===== src/rtl/seq_divider.sv =====
// seq_divider: multi-cycle restoring divider, one quotient bit per clock.
// Supports unsigned and (optionally) two's-complement operands, with a
// divide-by-zero flag and a signed-overflow flag (most-negative / -1).
//
// Ports:
//   clk          rising-edge clock
//   rst_n        synchronous, active-low reset
//   start        request, sampled only while idle
//   signed_mode  1 = two's-complement operands (honoured only when SIGNED_EN=1)
//   dividend     dividend, latched with start
//   divisor      divisor, latched with start
//   busy         high while an operation is in progress (RUN and FIN)
//   done         one-cycle pulse, results valid while high
//   quotient     result quotient, held until the next result
//   remainder    result remainder, held until the next result
//   div_by_zero  last result was a division by zero
//   overflow     last result was signed most-negative / -1
module seq_divider #(
   parameter int unsigned WIDTH     = 8,
   parameter bit          SIGNED_EN = 1'b1
) (
   input  logic             clk,
   input  logic             rst_n,
   input  logic             start,
   input  logic             signed_mode,
   input  logic [WIDTH-1:0] dividend,
   input  logic [WIDTH-1:0] divisor,
   output logic             busy,
   output logic             done,
   output logic [WIDTH-1:0] quotient,
   output logic [WIDTH-1:0] remainder,
   output logic             div_by_zero,
   output logic             overflow
);

   localparam logic [1:0] StIdle = 2'd0;
   localparam logic [1:0] StRun  = 2'd1;
   localparam logic [1:0] StFin  = 2'd2;

   localparam int unsigned CntW = $clog2(WIDTH + 1);
   localparam logic [WIDTH-1:0] MinNeg = {1'b1, {(WIDTH - 1){1'b0}}};

   logic [1:0]       state_q;
   logic [CntW-1:0]  cnt_q;
   logic [WIDTH-1:0] rem_q;    // partial remainder
   logic [WIDTH-1:0] dq_q;     // dividend magnitude, shifted out while quotient bits shift in
   logic [WIDTH-1:0] dvs_q;    // divisor magnitude
   logic             q_neg_q;
   logic             r_neg_q;
   logic             ovf_q;

   logic             sgn;
   logic             a_neg;
   logic             b_neg;
   logic [WIDTH-1:0] a_mag;
   logic [WIDTH-1:0] b_mag;
   logic             is_ovf;
   logic [WIDTH:0]   trial;
   logic             step_neg;
   logic [WIDTH-1:0] rem_nxt;
   logic [WIDTH-1:0] dq_nxt;
   logic [WIDTH-1:0] q_fix;
   logic [WIDTH-1:0] r_fix;

   always_comb begin
      sgn    = SIGNED_EN && signed_mode;
      a_neg  = sgn && dividend[WIDTH-1];
      b_neg  = sgn && divisor[WIDTH-1];
      a_mag  = a_neg ? (~dividend + 1'b1) : dividend;
      b_mag  = b_neg ? (~divisor + 1'b1) : divisor;
      is_ovf = sgn && (dividend == MinNeg) && (divisor == '1);

      // The partial remainder is always below the divisor, so the shifted
      // value minus the divisor fits a (WIDTH+1)-bit two's-complement result.
      trial    = {rem_q, dq_q[WIDTH-1]} - {1'b0, dvs_q};
      step_neg = trial[WIDTH];
      rem_nxt  = step_neg ? {rem_q[WIDTH-2:0], dq_q[WIDTH-1]} : trial[WIDTH-1:0];
      dq_nxt   = {dq_q[WIDTH-2:0], ~step_neg};

      q_fix = q_neg_q ? (~dq_nxt + 1'b1) : dq_nxt;
      r_fix = r_neg_q ? (~rem_nxt + 1'b1) : rem_nxt;
   end

   assign busy = (state_q != StIdle);

   // Results are registered on the edge that enters FIN so they are already
   // valid while done is high.
   always_ff @(posedge clk) begin
      if (!rst_n) begin
         state_q     <= StIdle;
         cnt_q       <= '0;
         rem_q       <= '0;
         dq_q        <= '0;
         dvs_q       <= '0;
         q_neg_q     <= 1'b0;
         r_neg_q     <= 1'b0;
         ovf_q       <= 1'b0;
         done        <= 1'b0;
         quotient    <= '0;
         remainder   <= '0;
         div_by_zero <= 1'b0;
         overflow    <= 1'b0;
      end else begin
         done <= 1'b0;
         case (state_q)
            StIdle: begin
               if (start) begin
                  q_neg_q <= a_neg ^ b_neg;
                  r_neg_q <= a_neg;
                  dq_q    <= a_mag;
                  dvs_q   <= b_mag;
                  rem_q   <= '0;
                  ovf_q   <= is_ovf;
                  if (divisor == '0) begin
                     quotient    <= '1;
                     remainder   <= dividend;
                     div_by_zero <= 1'b1;
                     overflow    <= 1'b0;
                     done        <= 1'b1;
                     state_q     <= StFin;
                  end else begin
                     cnt_q   <= CntW'(WIDTH);
                     state_q <= StRun;
                  end
               end
            end
            StRun: begin
               rem_q <= rem_nxt;
               dq_q  <= dq_nxt;
               cnt_q <= cnt_q - 1'b1;
               if (cnt_q == CntW'(1)) begin
                  quotient    <= q_fix;
                  remainder   <= r_fix;
                  div_by_zero <= 1'b0;
                  overflow    <= ovf_q;
                  done        <= 1'b1;
                  state_q     <= StFin;
               end
            end
            StFin:   state_q <= StIdle;
            default: state_q <= StIdle;
         endcase
      end
   end

endmodule


===== config.mk =====
export PLATFORM = sky130hd
export DESIGN_NAME = seq_divider
export DESIGN_NICKNAME = d
export VERILOG_FILES = /design/src/rtl/seq_divider.sv
export SDC_FILE = /design/constraint.sdc
export NUM_CORES = 1
export LEC_CHECK = 0
export ABC_AREA = 1
export CAP_MARGIN = 25
export CORE_MARGIN = 3
export CORE_UTILIZATION = 30
export DETAILED_ROUTE_END_ITERATION = 6
export PLACE_DENSITY = 0.56
export SETUP_SLACK_MARGIN = 0.1
export SYNTH_ARGS = -nofsm -noshare
export SYNTH_HDL_FRONTEND = slang
export SYNTH_SLANG_ARGS = --single-unit

===== constraint.sdc =====
create_clock -name clk -period 2.4 [get_ports clk]
set_clock_uncertainty 0.2 [all_clocks]
set_input_delay 0.48 -clock clk [delete_from_list [all_inputs] [get_ports clk]]
set_output_delay 0.48 -clock clk [all_outputs]
set_load 0.05 [all_outputs]

==> metrics.log <==
[metrics] result of the run: complete, but fails checks
[metrics] violations in the final reports: negative setup slack
[metrics] parity-gate share of the synthesized area counting xor and xnor cells: 1.76%
[metrics] power density of the placed cells: 1010 nW/µm²
[metrics] RSZ-0062 raised after global routing: yes
[metrics] slack of the worst reg-to-reg path: -0.13 ns
[metrics] share of flip-flops with an asynchronous set or reset: 0%
[metrics] clock latency reported for the late side of the worst-skew pair: 0.30 ns
[metrics] Cell Count, Final, Fillers Out: 773
[metrics] Remaining DRCs: 0
[metrics] global placer's final weighted congestion: 0.885
[metrics] measured slew at the worst slew-check pin: 0.501 ns
[metrics] pin count of the biggest net entering global routing: 24
[metrics] total die area: 13000 µm²
[metrics] post-synthesis instance total: 525
[metrics] ratio of final minimum period to clock period: 106%
[metrics] H-tree depth: 2
[metrics] Worst Path Required: 2.39 ns
[metrics] number of buffers inserted by port buffering: 39
[metrics] CP Data Arrival Time: 2.52 ns
[metrics] Routed Antenna Nets: 0
[metrics] max-cap check violation count: 0
[metrics] GRT Resource Usage Total: 16.5%
[metrics] hold-critical path endpoint: quotient[2]$_SDFFE_PN0P_
[metrics] Rows: 38
[metrics] most common library cells after synthesis: nand2_1, inv_1, dfxtp_1
[metrics] library cell with the highest instance count after synthesis: nand2_1
[metrics] simple-gate area share of the yosys netlist: 34.6%
[metrics] cell area after synthesis: 3490 µm²
[metrics] highest fanout seen on the critical path: 6
[metrics] main flop type after synthesis: dfxtp_1
[metrics] multiplexer share of the synthesized area: 0%
[metrics] clock buffer depth: 2
[metrics] fmax: 395 MHz
[metrics] type of element capturing the critical path: flip-flop
[metrics] area leader, netlist: dfxtp_1
[metrics] number of nets in the finished design: 668
[metrics] via count of the first global-routing pass: 3729
[metrics] delay of the slowest cell on the worst path: 0.36 ns
[metrics] final worst-path setup slack: -0.133 ns
[metrics] 1st-pass router iterations: 5
[metrics] Adder-Cell Fraction of Synth Area: 5.95%
[metrics] number of slew-limit violations in the final report: 0
[metrics] path category of the worst min-delay check: flip-flop to flip-flop
[metrics] number of synthesized flops with an enable pin: 0
[metrics] wire length of the first global-routing pass: 17600 µm
[metrics] mean instance size in the synthesized netlist: 6.64 µm²
[metrics] r2r endpoint: remainder[7]$_SDFFE_PN0P_
[metrics] half-perimeter wire length after placement: 8130 µm
[metrics] fraction of final layout cells sized beyond drive strength 1: 28.3%
[metrics] sort of element at the start of the critical path: flip-flop
[metrics] Worst Reg2Reg Path Length in Cells: 19
[metrics] share of the synthesized area in the top cell type: 29.8%
[metrics] aggregate routed wire length: 10700 µm
[metrics] number of I/O pins: 40
[metrics] Root Buffer Master: clkbuf_16
[metrics] total count of hold-check failures in the final report: 0
[metrics] total vias in the final route: 3752
[metrics] slowest cell on the critical path: fa_2
[metrics] fraction of the yosys area taken by sequential cells: 29.8%
[metrics] post-place setup slack: -0.231 ns
[metrics] RR Startpoint: dq_q[7]$_SDFFE_PN0P_
[metrics] Worst Hold Depth: 2
[metrics] dominant combinational cell family by area after synthesis: simple AND/OR/NAND/NOR gates
[metrics] Yosys warning total: 0
[metrics] vias per inst: 4.85
[metrics] number of DRC markers after the initial detailed-route iteration: 131
[metrics] library cell appearing most often on the critical path: nand2_2
[metrics] WL per Instance: 13.8 µm
[metrics] crit path cell chain: inv_2 -> ha_4 -> inv_2 -> fa_2 -> nand2_2 -> nand2_2 -> nand3_4 -> nand2_4 -> nand2_8 -> nand2_8 -> buf_6 -> nand2_2 -> nand2_4 -> nor2_2 -> nand2_1 -> nand2_1 -> nand3_2 -> nand3_2 -> a21oi_2
[metrics] Die W: 114 µm
[metrics] setup violation total in the final timing report: 11
[metrics] CP Class: flip-flop to flip-flop
[metrics] synth-to-layout area growth: 46.7%
[metrics] clock buffer count from CTS: 5
[metrics] normalized max-slew margin: 66.5%
[metrics] leak pwr: 2.34 nW
[metrics] Reg clk slew, reported paths: 0.07 ns
[metrics] number of distinct library cell variants in the gate-level netlist after synthesis: 45
[metrics] largest vdd supply drop: 0.496 mV
[metrics] post-synthesis register bit count: 52
[metrics] min Tclk post-route: 2.53 ns
[metrics] starting density of the core: 31.5%
[metrics] placed instance count: 759
[metrics] number of antenna violations at the first check in global routing: 0
[metrics] Compound-Gate Fraction of Synth Area: 16.8%
[metrics] startpoint of the worst hold path: quotient[2]$_SDFFE_PN0P_
[metrics] synthesized netlist net count: 561
[metrics] final antenna diode count: 0
[metrics] TritonCTS clock tree: done
[metrics] cell class contributing the biggest share of worst-path delay: simple AND/OR/NAND/NOR gates
[metrics] gr ovfl total: 0
[metrics] CTS sink cnt: 52
[metrics] main area contributors after synthesis: dfxtp_1, nand2_1, inv_1
[metrics] Floorplan Core Area: 11100 µm²
[metrics] die boundary height: 114 µm
[metrics] buffers plus inverters on the worst setup path: 3
-- sequential cells by signal (all words and copies together), names as in the netlist --
| signal | count |
|---|---|
| cnt_q | 4 |
| dvs_q | 8 |
| div_by_zero | 1 |
| dq_q | 8 |
| done | 1 |
| state_q | 2 |
| remainder | 8 |
| rem_q | 8 |
| overflow | 1 |
| q_neg_q | 1 |
| quotient | 8 |
| r_neg_q | 1 |
| ovf_q | 1 |
-- worst max-delay path by stage --
stage,from,endpoint,slack [ns],depth (start not counted)
after floorplan,dq_q[7]$_SDFFE_PN0P_,remainder[6]$_SDFFE_PN0P_,-0.1,20
after global placement,divisor[0],remainder[0]$_SDFFE_PN0P_,-0.17,10
after detailed placement,divisor[0],remainder[4]$_SDFFE_PN0P_,-0.23,11
after CTS,dq_q[7]$_SDFFE_PN0P_,quotient[4]$_SDFFE_PN0P_,-0.08,15
after global routing,dq_q[7]$_SDFFE_PN0P_,remainder[2]$_SDFFE_PN0P_,-0.31,20
final,dq_q[7]$_SDFFE_PN0P_,remainder[7]$_SDFFE_PN0P_,-0.13,19
-- per-stage QoR --
stage / power [mW] / hold slack, ns / utilization (%) / cell area, µm² / setup TNS, ns
2_1_floorplan: 2.76 / 0.240 / - / 3530 / -0.349
3_3_place_gp: 3.55 / 0.251 / 40.9 / 4530 / -1.99
3_5_place_dp: 3.58 / 0.256 / 40.9 / 4530 / -3.05
4_1_cts: 4.77 / 0.263 / 44.1 / 4890 / -0.395
5_1_grt: 5.53 / 0.283 / 46.2 / 5120 / -3.36
6_report: 5.17 / 0.261 / 46.2 / 5120 / -0.805
-- power breakdown --
| part | internal [mW] | leakage, nW | total [mW] | switching, mW |
|---|---|---|---|---|
| combinational | 1.42 | 1.83 | 3.29 | 1.87 |
| clock | 0.496 | 0.0804 | 0.843 | 0.346 |
| sequential | 0.958 | 0.427 | 1.04 | 0.0833 |
-- metal layers --
layer	global-route usage (%)	wire [µm]
met4	5.54	208
met1	23.1	5080
met2	26.1	4860
met5	0	0
met3	2.28	534
-- what timing repair did --
action,CTS,global route
hold buffers,0,0
resized for setup,38,45
pin swaps,14,28
buffers inserted,5,1
endpoints found under the setup margin,20,29
-- cell usage in the layout (no fill, tap or decap), types with 4 or more instances in the layout --
cell type / n
clkdlybuf4s50_1: 38
dfxtp_1: 50
nand2_1: 108
nor2_1: 39
nand3_2: 7
nand2_4: 13
o21ai_1: 6
inv_1: 73
clkbuf_16: 5
xor2_1: 5
nor2_4: 8
nand3_1: 30
nand3_4: 7
inv_2: 6
a21oi_2: 7
nor3_1: 5
ha_1: 10
buf_4: 70
nand4_1: 4
nor2_2: 4
a21oi_1: 38
o221ai_1: 6
o21ai_0: 21
buf_6: 6
nand2_2: 18
ha_4: 5
-- worst min-delay path: cells and delay by family, from the launching register on --
family,cells,cell delay (ns)
AO/OA/AOI/OAI,1,0.07
flip-flops,1,0.33
buffers and inverters,1,0.04
-- layout make-up --
| cell class | count | area [µm²] |
|---|---|---|
| clock buffers | 5 | 125 |
| clock inverters | 3 | 46.3 |
| fillers | 1104 | 5960 |
| inverters | 81 | 307 |
| multi-input cells | 377 | 2430 |
| flip-flops and latches | 52 | 1040 |
| well taps | 140 | 175 |
| repair buffers | 115 | 993 |
-- cell families after synthesis --
kind of cell               after synthesis
and+or+nand+nor                        256
adders and majority gates               16
DFF                                     52
buffers and inverters                   96
xor gates and xnor gates                 7
AOI/OAI and AO/OA                       98
Note: power is estimated with default switching activity, not from simulation.
